File: src/rtl/systolic_pkg.sv
// Shared types and default widths for the systolic-array accumulate/bias path.
package systolic_pkg;

    typedef enum logic [1:0] {
        IDLE = 2'd0,
        ACC  = 2'd1,
        OUT  = 2'd2
    } state_e;

    localparam int P_BW  = 16;
    localparam int AK_BW = 20;
    localparam int B_BW  = 8;
    localparam int N_TAP = 9;

endpackage

File: src/rtl/acc_lane.sv
// Single-lane signed accumulator with clear and add-enable.
// ACC_KERNEL_SAT_EN selects clamping adds instead of modulo-2^AK_BW wrap.
module acc_lane #(
    parameter int P_BW  = systolic_pkg::P_BW,
    parameter int AK_BW = systolic_pkg::AK_BW
) (
    input  logic                    clk,
    input  logic                    rst_n,
    input  logic                    clr_i,
    input  logic                    add_i,
    input  logic signed [P_BW-1:0]  psum_i,
    output logic signed [AK_BW-1:0] acc_o
);

    logic signed [AK_BW-1:0] acc_q, acc_d;

`ifdef ACC_KERNEL_SAT_EN
    // One guard bit: disagreement between the top two bits means the add left range.
    logic signed [AK_BW:0] sum;

    always_comb begin
        sum   = (AK_BW+1)'(acc_q) + (AK_BW+1)'(psum_i);
        acc_d = acc_q;
        if (clr_i) begin
            acc_d = '0;
        end else if (add_i) begin
            if (sum[AK_BW] != sum[AK_BW-1])
                acc_d = sum[AK_BW] ? {1'b1, {(AK_BW-1){1'b0}}} : {1'b0, {(AK_BW-1){1'b1}}};
            else
                acc_d = sum[AK_BW-1:0];
        end
    end
`else
    always_comb begin
        acc_d = acc_q;
        if (clr_i)
            acc_d = '0;
        else if (add_i)
            acc_d = acc_q + AK_BW'(psum_i);
    end
`endif

    always_ff @(posedge clk) begin
        if (!rst_n)
            acc_q <= '0;
        else
            acc_q <= acc_d;
    end

    assign acc_o = acc_q;

endmodule

File: src/rtl/acc_kernel.sv
// Three-lane kernel-window accumulator with latched bias and one-cycle result strobe.
// Optional ACC_KERNEL_SAT_EN makes each lane add saturate (see acc_lane).
module acc_kernel #(
    parameter int P_BW   = systolic_pkg::P_BW,
    parameter int AK_BW  = systolic_pkg::AK_BW,
    parameter int B_BW   = systolic_pkg::B_BW,
    parameter int N_TAP  = systolic_pkg::N_TAP,
    parameter int CNT_BW = 4
) (
    input  logic             clk,
    input  logic             rst_n,
    input  logic             i_start,
    input  logic [B_BW-1:0]  i_bias,
    input  logic             i_valid,
    input  logic [P_BW-1:0]  i_psum0,
    input  logic [P_BW-1:0]  i_psum1,
    input  logic [P_BW-1:0]  i_psum2,
    output logic             o_busy,
    output logic             o_valid,
    output logic [AK_BW-1:0] o_acc_kernel0,
    output logic [AK_BW-1:0] o_acc_kernel1,
    output logic [AK_BW-1:0] o_acc_kernel2,
    output logic [B_BW-1:0]  o_bias
);

    import systolic_pkg::*;

    localparam int NUM_LANES = 3;

    state_e              state_q, state_d;
    logic [CNT_BW-1:0]   cnt_q, cnt_d;
    logic [B_BW-1:0]     bias_q, bias_d;
    logic                start_acc;
    logic                tap_acc;

    logic [NUM_LANES-1:0][P_BW-1:0]  psum;
    logic [NUM_LANES-1:0][AK_BW-1:0] acc;

    assign psum = {i_psum2, i_psum1, i_psum0};

    // A new window may open from IDLE or directly out of OUT (no bubble).
    assign start_acc = i_start && (state_q == IDLE || state_q == OUT);
    assign tap_acc   = i_valid && (state_q == ACC);

    always_comb begin
        state_d = state_q;
        cnt_d   = cnt_q;
        bias_d  = bias_q;
        case (state_q)
            IDLE: begin
                if (i_start) begin
                    bias_d  = i_bias;
                    cnt_d   = '0;
                    state_d = ACC;
                end
            end
            ACC: begin
                if (i_valid) begin
                    cnt_d = cnt_q + CNT_BW'(1);
                    if (cnt_q == CNT_BW'(N_TAP - 1))
                        state_d = OUT;
                end
            end
            OUT: begin
                if (i_start) begin
                    bias_d  = i_bias;
                    cnt_d   = '0;
                    state_d = ACC;
                end else begin
                    state_d = IDLE;
                end
            end
            default: state_d = IDLE;
        endcase
    end

    always_ff @(posedge clk) begin
        if (!rst_n) begin
            state_q <= IDLE;
            cnt_q   <= '0;
            bias_q  <= '0;
        end else begin
            state_q <= state_d;
            cnt_q   <= cnt_d;
            bias_q  <= bias_d;
        end
    end

    for (genvar k = 0; k < NUM_LANES; k++) begin : g_lane
        acc_lane #(
            .P_BW  (P_BW),
            .AK_BW (AK_BW)
        ) u_lane (
            .clk    (clk),
            .rst_n  (rst_n),
            .clr_i  (start_acc),
            .add_i  (tap_acc),
            .psum_i (psum[k]),
            .acc_o  (acc[k])
        );
    end

    assign o_busy        = (state_q == ACC);
    assign o_valid       = (state_q == OUT);
    assign o_acc_kernel0 = acc[0];
    assign o_acc_kernel1 = acc[1];
    assign o_acc_kernel2 = acc[2];
    assign o_bias        = bias_q;

endmodule

File: config.mk
export PLATFORM = sky130hd
export DESIGN_NAME = acc_kernel
export DESIGN_NICKNAME = d
export VERILOG_FILES = /design/src/rtl/systolic_pkg.sv /design/src/rtl/acc_lane.sv /design/src/rtl/acc_kernel.sv
export SDC_FILE = /design/constraint.sdc
export NUM_CORES = 1
export LEC_CHECK = 0
export BUFFER_PORTS_ARGS = -buffer_cell sky130_fd_sc_hd__buf_2
export CORE_AREA = 2 2 104 106
export DETAILED_ROUTE_END_ITERATION = 6
export DIE_AREA = 0 0 106 108
export PLACE_DENSITY = 0.79
export SLEW_MARGIN = 0
export SYNTH_ARGS = -nofsm -noshare
export SYNTH_HDL_FRONTEND = slang
export SYNTH_SLANG_ARGS = --single-unit
File: constraint.sdc
create_clock -name clk -period 3.35 [get_ports clk]
set_input_delay 0.5025 -clock clk [delete_from_list [all_inputs] [get_ports clk]]
set_output_delay 0.5025 -clock clk [all_outputs]
set_load 0.01 [all_outputs]
==> results.ini, run 1 <==
[outcome]
status = finished clean

[routing]
drt_iter0_markers = 259
ant_nets = 0
vias = 5637
via_per_inst = 5.85
drt_wl_total_um = 14800
wl_per_cell_um = 15.4
drt-pass1-iter-count = 5
drc = 0

[clocking]
ctsResizeCount = 0
cts_max_path_buffers = 2
h-tree-depth = 3
cts_root_buf = clkbuf_8
clkTransAtPathRegs_ps = 80
clk_latency_ps = 370
post_cts_buffers = 0
cts_buffers = 9
clock_sinks = 74
cts_tree = built
holdBufCountCts = 0

[global_routing]
overflow = 0
grt_use_total = 0.260
grt_start_max_net_pins = 38
grt_first_pass_wirelength_um = 24200
grt_pass1_vias = 5265
antenna_found_initial = 0

[layout]
final_core_util = 0.628
nFillCells = 933
antenna_cells = 0
area_growth_pct = 16.7
drive_gt1_frac = 0.198
final_cells = 963
design_area_um2 = 6420
nets = 944

[power]
power.share.switching = 0.330
p_per_area_nw_per_um2 = 318
power_leakage_nw = 3.07
power.internal_mw = 1.37
clock_power_share = 0.313
p_comb_frac = 0.231
seq_power_share = 0.456
peakVddDrop_mv = 0.250
p_switching_mw = 0.673
power.total_mw = 2.04

[setup_path]
crit_fanout = 5
rrSetupSlack_ps = 720
reg2reg_from = g_lane[1].u_lane.acc_o[0]
path_class = reg -> reg
end_kind = flop
reg2regPathDepth = 9
reg2reg_to = g_lane[1].u_lane.acc_o[16]
startpoint_type = flop
cp.required_ps = 3590
arrival_ps = 2870

[synth]
synth_area_leaders = dfxtp_1 27%, ha_1 13%, nand2_1 8.0%
synth_compound_area_frac = 0.288
synthAdderAreaFrac = 0.145
synth_top_family_by_area = compound AO/OA/AOI/OAI gates
synthSimpleGateAreaFrac = 0.200
ys_seq_elements = 74
synth_most_common_cell = nand2_1
synth_top_area_frac = 0.269
synth-edff-count = 0
synthDistinctLibCells = 65
ys_seq_area_frac = 0.269
yosysTopAreaCell = dfxtp_1
ys_top_cells_by_count = 118 x nand2_1, 74 x dfxtp_1, 70 x a21oi_1
synth_nets = 828
synth_xor_area_frac = 0.0541
synthArstFlopShare = 0
netlist_area_um2 = 5510
synth.mux.area_fraction = 0.00932
synthCells = 706
avgSynthCellArea_um2 = 7.80
synth_top_flop_cell = dfxtp_1
synth-warning-count = 0

[min_path]
hold_path.class = in -> reg
min_from = i_bias[1]
min_to = o_bias[1]
min_path_cells = 3

[die]
num_rows = 37
start_util = 0.538
design.core.area_um2 = 10200
ios = 130
die_area_um2 = 11400
dieWidth_um = 106
die_y_um = 108

[placed_design]
place_area_um2 = 6250
placed_cells_incl_taps = 947
io_buffers = 129
place_hpwl_um = 11100
globalplace.congestion = 0.968
dp_slack_ps = 490

[timing]
max_freq_mhz = 380
setup_ws_ps = 719
slew_headroom = 0.158
tns_ps = 0
post-route-period-util = 0.785
setup_viol = 0
tightest_slew_ps = 1260
skew_ps = 8.99
slew_viol_final = 0
holdWs_ps = 383
rsz0062_at_grt = no
period_needed_ps = 2630
hold_violations = 0

[run]
max_cap_violations = 0

power groups by stage:
stage	registers [mW]	logic (mW)	clock network, mW
floorplan	0.960	0.308	0
global placement	0.950	0.451	0
detailed placement	0.951	0.464	0
CTS	0.931	0.467	0.648
global route	0.935	0.522	0.680
finish	0.931	0.472	0.638
worst max-delay path, cell delays in order (launching register included):
cell and delay, ps:
dfxtp_1 340, ha_1 210, fa_1 430, a211o_1 310, a21oi_1 160, o21ba_2 170, o31ai_1 120, a31o_2 310
o311ai_0 320, o211ai_1 140
sequential cells by signal (all words and copies together) (netlist names):
signal / count
cnt_q: 4
g_lane.u_lane.acc_o: 60
o_bias: 8
state_q: 2
worst max path at each step:
stage                                          from                    endpoint  slack [ps]  cells past startpoint
after floorplan                          i_psum1[0]  g_lane[1].u_lane.acc_o[16]         770                      9
after global placement                   i_psum1[0]  g_lane[1].u_lane.acc_o[16]         570                     10
after detailed placement                 i_psum1[0]  g_lane[1].u_lane.acc_o[16]         490                     10
after CTS                 g_lane[1].u_lane.acc_o[0]  g_lane[1].u_lane.acc_o[16]         780                      9
after global routing      g_lane[0].u_lane.acc_o[1]  g_lane[0].u_lane.acc_o[17]         550                      8
final                     g_lane[1].u_lane.acc_o[0]  g_lane[1].u_lane.acc_o[16]         720                      9
cells in the final DEF (no fill, tap or decap), drive strengths merged, types with 17 or more instances in the layout:
| cell | count |
|---|---|
| nor3 | 17 |
| nor2 | 43 |
| buf | 136 |
| o21ai | 42 |
| xnor2 | 26 |
| inv | 18 |
| a211oi | 17 |
| nand2 | 118 |
| a21o | 34 |
| dfxtp | 74 |
| a21oi | 71 |
| ha | 59 |
kinds of logic after synthesis:
| family | Yosys count |
|---|---|
| buf+inv | 49 |
| mux | 5 |
| simple gates | 243 |
| xor+xnor | 34 |
| flops | 74 |
| compound gates | 239 |
| fa+ha+maj | 62 |
cell type report:
type / instances / area (um2) / share of cell area
Clock buffer: 10 / 128 / 0.0199
Timing Repair Buffer: 136 / 698 / 0.109
Tap cell: 136 / 170 / 0.0265
Sequential cell: 74 / 1480 / 0.231
Inverter: 18 / 67.6 / 0.0105
Multi-Input combinational cell: 583 / 3840 / 0.597
Clock inverter: 6 / 43.8 / 0.00682
per-layer routing:
metal  GRT usage  up-vias  share of wire
li1            -     2807              -
met1       0.319     2612           0.43
met5           0        -              0
met4       0.105        0          0.024
met3      0.0416       32          0.061
met2       0.457      186           0.48
No activity file was read; power rests on OpenSTA's default activity.
==> run 2, diff against run 1 <==
--- a/config.mk
+++ b/config.mk
@@ -5,11 +5,12 @@
 export SDC_FILE = /design/constraint.sdc
 export NUM_CORES = 1
 export LEC_CHECK = 0
+export ABC_AREA = 1
 export BUFFER_PORTS_ARGS = -buffer_cell sky130_fd_sc_hd__buf_2
-export CORE_AREA = 2 2 104 106
+export CORE_AREA = 2 2 114 116
 export DETAILED_ROUTE_END_ITERATION = 6
-export DIE_AREA = 0 0 106 108
-export PLACE_DENSITY = 0.79
+export DIE_AREA = 0 0 116 118
+export PLACE_DENSITY = 0.77
 export SLEW_MARGIN = 0
 export SYNTH_ARGS = -nofsm -noshare
 export SYNTH_HDL_FRONTEND = slang
==> constraint.sdc (replaced) <==
create_clock -name clk -period 2.2 [get_ports clk]
set_input_delay 0.33 -clock clk [delete_from_list [all_inputs] [get_ports clk]]
set_output_delay 0.33 -clock clk [all_outputs]
set_load 0.01 [all_outputs]
==> results.ini, run 2 <==
[outcome]
status = finished clean

[synth]
ys_seq_area_frac = 0.236
synth-warning-count = 0
yosysTopAreaCell = dfxtp_1
synthDistinctLibCells = 28
netlist_area_um2 = 6270
synthCells = 1012
synth_top_area_frac = 0.236
ys_top_cells_by_count = 310 x nand2_1, 158 x inv_1, 93 x nand3_1
avgSynthCellArea_um2 = 6.20
synth-edff-count = 0
synth_top_flop_cell = dfxtp_1
synth_area_leaders = dfxtp_1 24%, nand2_1 19%, ha_1 12%
ys_seq_elements = 74
synth_most_common_cell = nand2_1
synthArstFlopShare = 0
synth_nets = 1134

[layout]
design_area_um2 = 7390
nFillCells = 1265
final_core_util = 0.595
multi_input_area_um2 = 4050
final_cells = 1315
mostFrequentLayoutCells = 310 x nand2_1, 158 x inv_1, 129 x buf_2
area_growth_pct = 17.9
largest_reg_flops = 60
layout_commonest_cell = nand2_1
seq_area_um2 = 1480
antenna_cells = 0
drive_gt1_frac = 0.140
nets = 1260

[clocking]
clkTransAtPathRegs_ps = 60
clk_latency_ps = 350
cts_max_path_buffers = 2
holdBufCountCts = 0
h-tree-depth = 3
post_cts_buffers = 0
cts_buffers = 9
cts_tree = built
cts_root_buf = clkbuf_16
clock_sinks = 74
ctsResizeCount = 0

[placed_design]
dp_slack_ps = 227
io_buffers = 129
place_area_um2 = 7070
placed_cells_incl_taps = 1299
place_hpwl_um = 12300
globalplace.congestion = 0.926

[setup_path]
arrival_ps = 2110
cp_num_buf_inv = 1
crit_fanout = 4
end_kind = flop
reg2reg_from = g_lane[1].u_lane.acc_o[0]
cp-startpoint = g_lane[1].u_lane.acc_o[0]
path_cells = ha_1, fa_1, nand3_1, nand3_1, nand2_1, nand2_1, nand2_1, nand2_1, nand2_1, nand3_1, nand2_1, inv_1
slowest_stage = fa_1
cp.required_ps = 2450
crit_top_cell = nand2_1
crit_family = simple AND/OR/NAND/NOR gates
slowest_delay_ps = 450
path_class = reg -> reg
startpoint_type = flop

[global_routing]
overflow = 0
grt_busiest_layer = met2
grt_util_met3 = 0.0288
grt_first_pass_wirelength_um = 26000
grt_start_max_net_pins = 54
use_met1 = 0.305
grt_use_total = 0.232
grt_pass1_vias = 5848
antenna_found_initial = 0
grt_use_met2 = 0.391

[run]
max_cap_violations = 0

[power]
p_per_area_nw_per_um2 = 570
power.share.switching = 0.329
p_switching_mw = 1.39
p_comb_frac = 0.256
power.total_mw = 4.21
peakVddDrop_mv = 0.454
power_leakage_nw = 4.41
seq_power_share = 0.349
power.internal_mw = 2.82
clock_power_share = 0.395

[die]
die_area_um2 = 13700
design.core.area_um2 = 12400
num_rows = 41
dieWidth_um = 116
ios = 130
die_y_um = 118
start_util = 0.505

[min_path]
min_from = i_bias[5]
hold_path.class = in -> reg

[routing]
vias = 6527
wl_per_cell_um = 12.0
drc = 0
ant_nets = 0
drt_iter0_markers = 322
drt_wl_total_um = 15800
drt-pass1-iter-count = 4
via_per_inst = 4.96

[timing]
holdWs_ps = 200
setup_ws_ps = 337
period_needed_ps = 1860
setup_viol = 0
post-route-period-util = 0.847
hold_violations = 0
slew_viol_final = 0
max_freq_mhz = 537
rsz0062_at_grt = no
tns_ps = 0
slew_headroom = 0.562
tightest_slew_ps = 656
skew_ps = 5.12

[run 2: path summary, 6_finish.rpt]
path              cells after the start                    endpoint  slack, ps
setup / recovery                     12  g_lane[1].u_lane.acc_o[12]        340
hold / removal                        3                   o_bias[5]        200
setup reg to reg                     12  g_lane[1].u_lane.acc_o[12]        340
hold reg to reg                       2                   o_bias[5]        450
[run 2: routing by layer]
layer	routed length (um)	share of wire
met5	0	0
met4	242	0.015
met1	7590	0.48
met2	7370	0.47
met3	575	0.036
[run 2: cell type report]
type                            instances  share of cell area
Clock inverter                          7              0.0137
Tap cell                              172              0.0291
Sequential cell                        74               0.200
Inverter                              162              0.0823
Multi-Input combinational cell        755               0.548
Timing Repair Buffer                  136              0.0961
Clock buffer                            9              0.0305
[run 2: power groups by stage]
| stage | Combinational [mW] | Clock (mW) | Sequential, mW |
|---|---|---|---|
| 2_1_floorplan | 0.741 | 0 | 1.52 |
| 3_3_place_gp | 1.06 | 0 | 1.50 |
| 3_5_place_dp | 1.07 | 0 | 1.50 |
| 4_1_cts | 1.08 | 1.69 | 1.47 |
| 5_1_grt | 1.22 | 1.75 | 1.48 |
| 6_report | 1.08 | 1.66 | 1.47 |
[run 2: cells by family after synthesis]
logic type | count (synthesis) | share of synthesized area
compound gates | 153 | 0.144
fa+ha+maj | 62 | 0.127
flops | 74 | 0.236
xor+xnor | 27 | 0.0377
buf+inv | 183 | 0.119
simple gates | 513 | 0.336
[run 2: worst reg2reg max path, cell delays in order (launching register included)]
cell and delay (ps):
dfxtp_1 320, ha_1 240, fa_1 450, nand3_1 100, nand3_1 100, nand2_1 100, nand2_1 80, nand2_1 90
nand2_1 50, nand2_1 60, nand3_1 70, nand2_1 70, inv_1 40
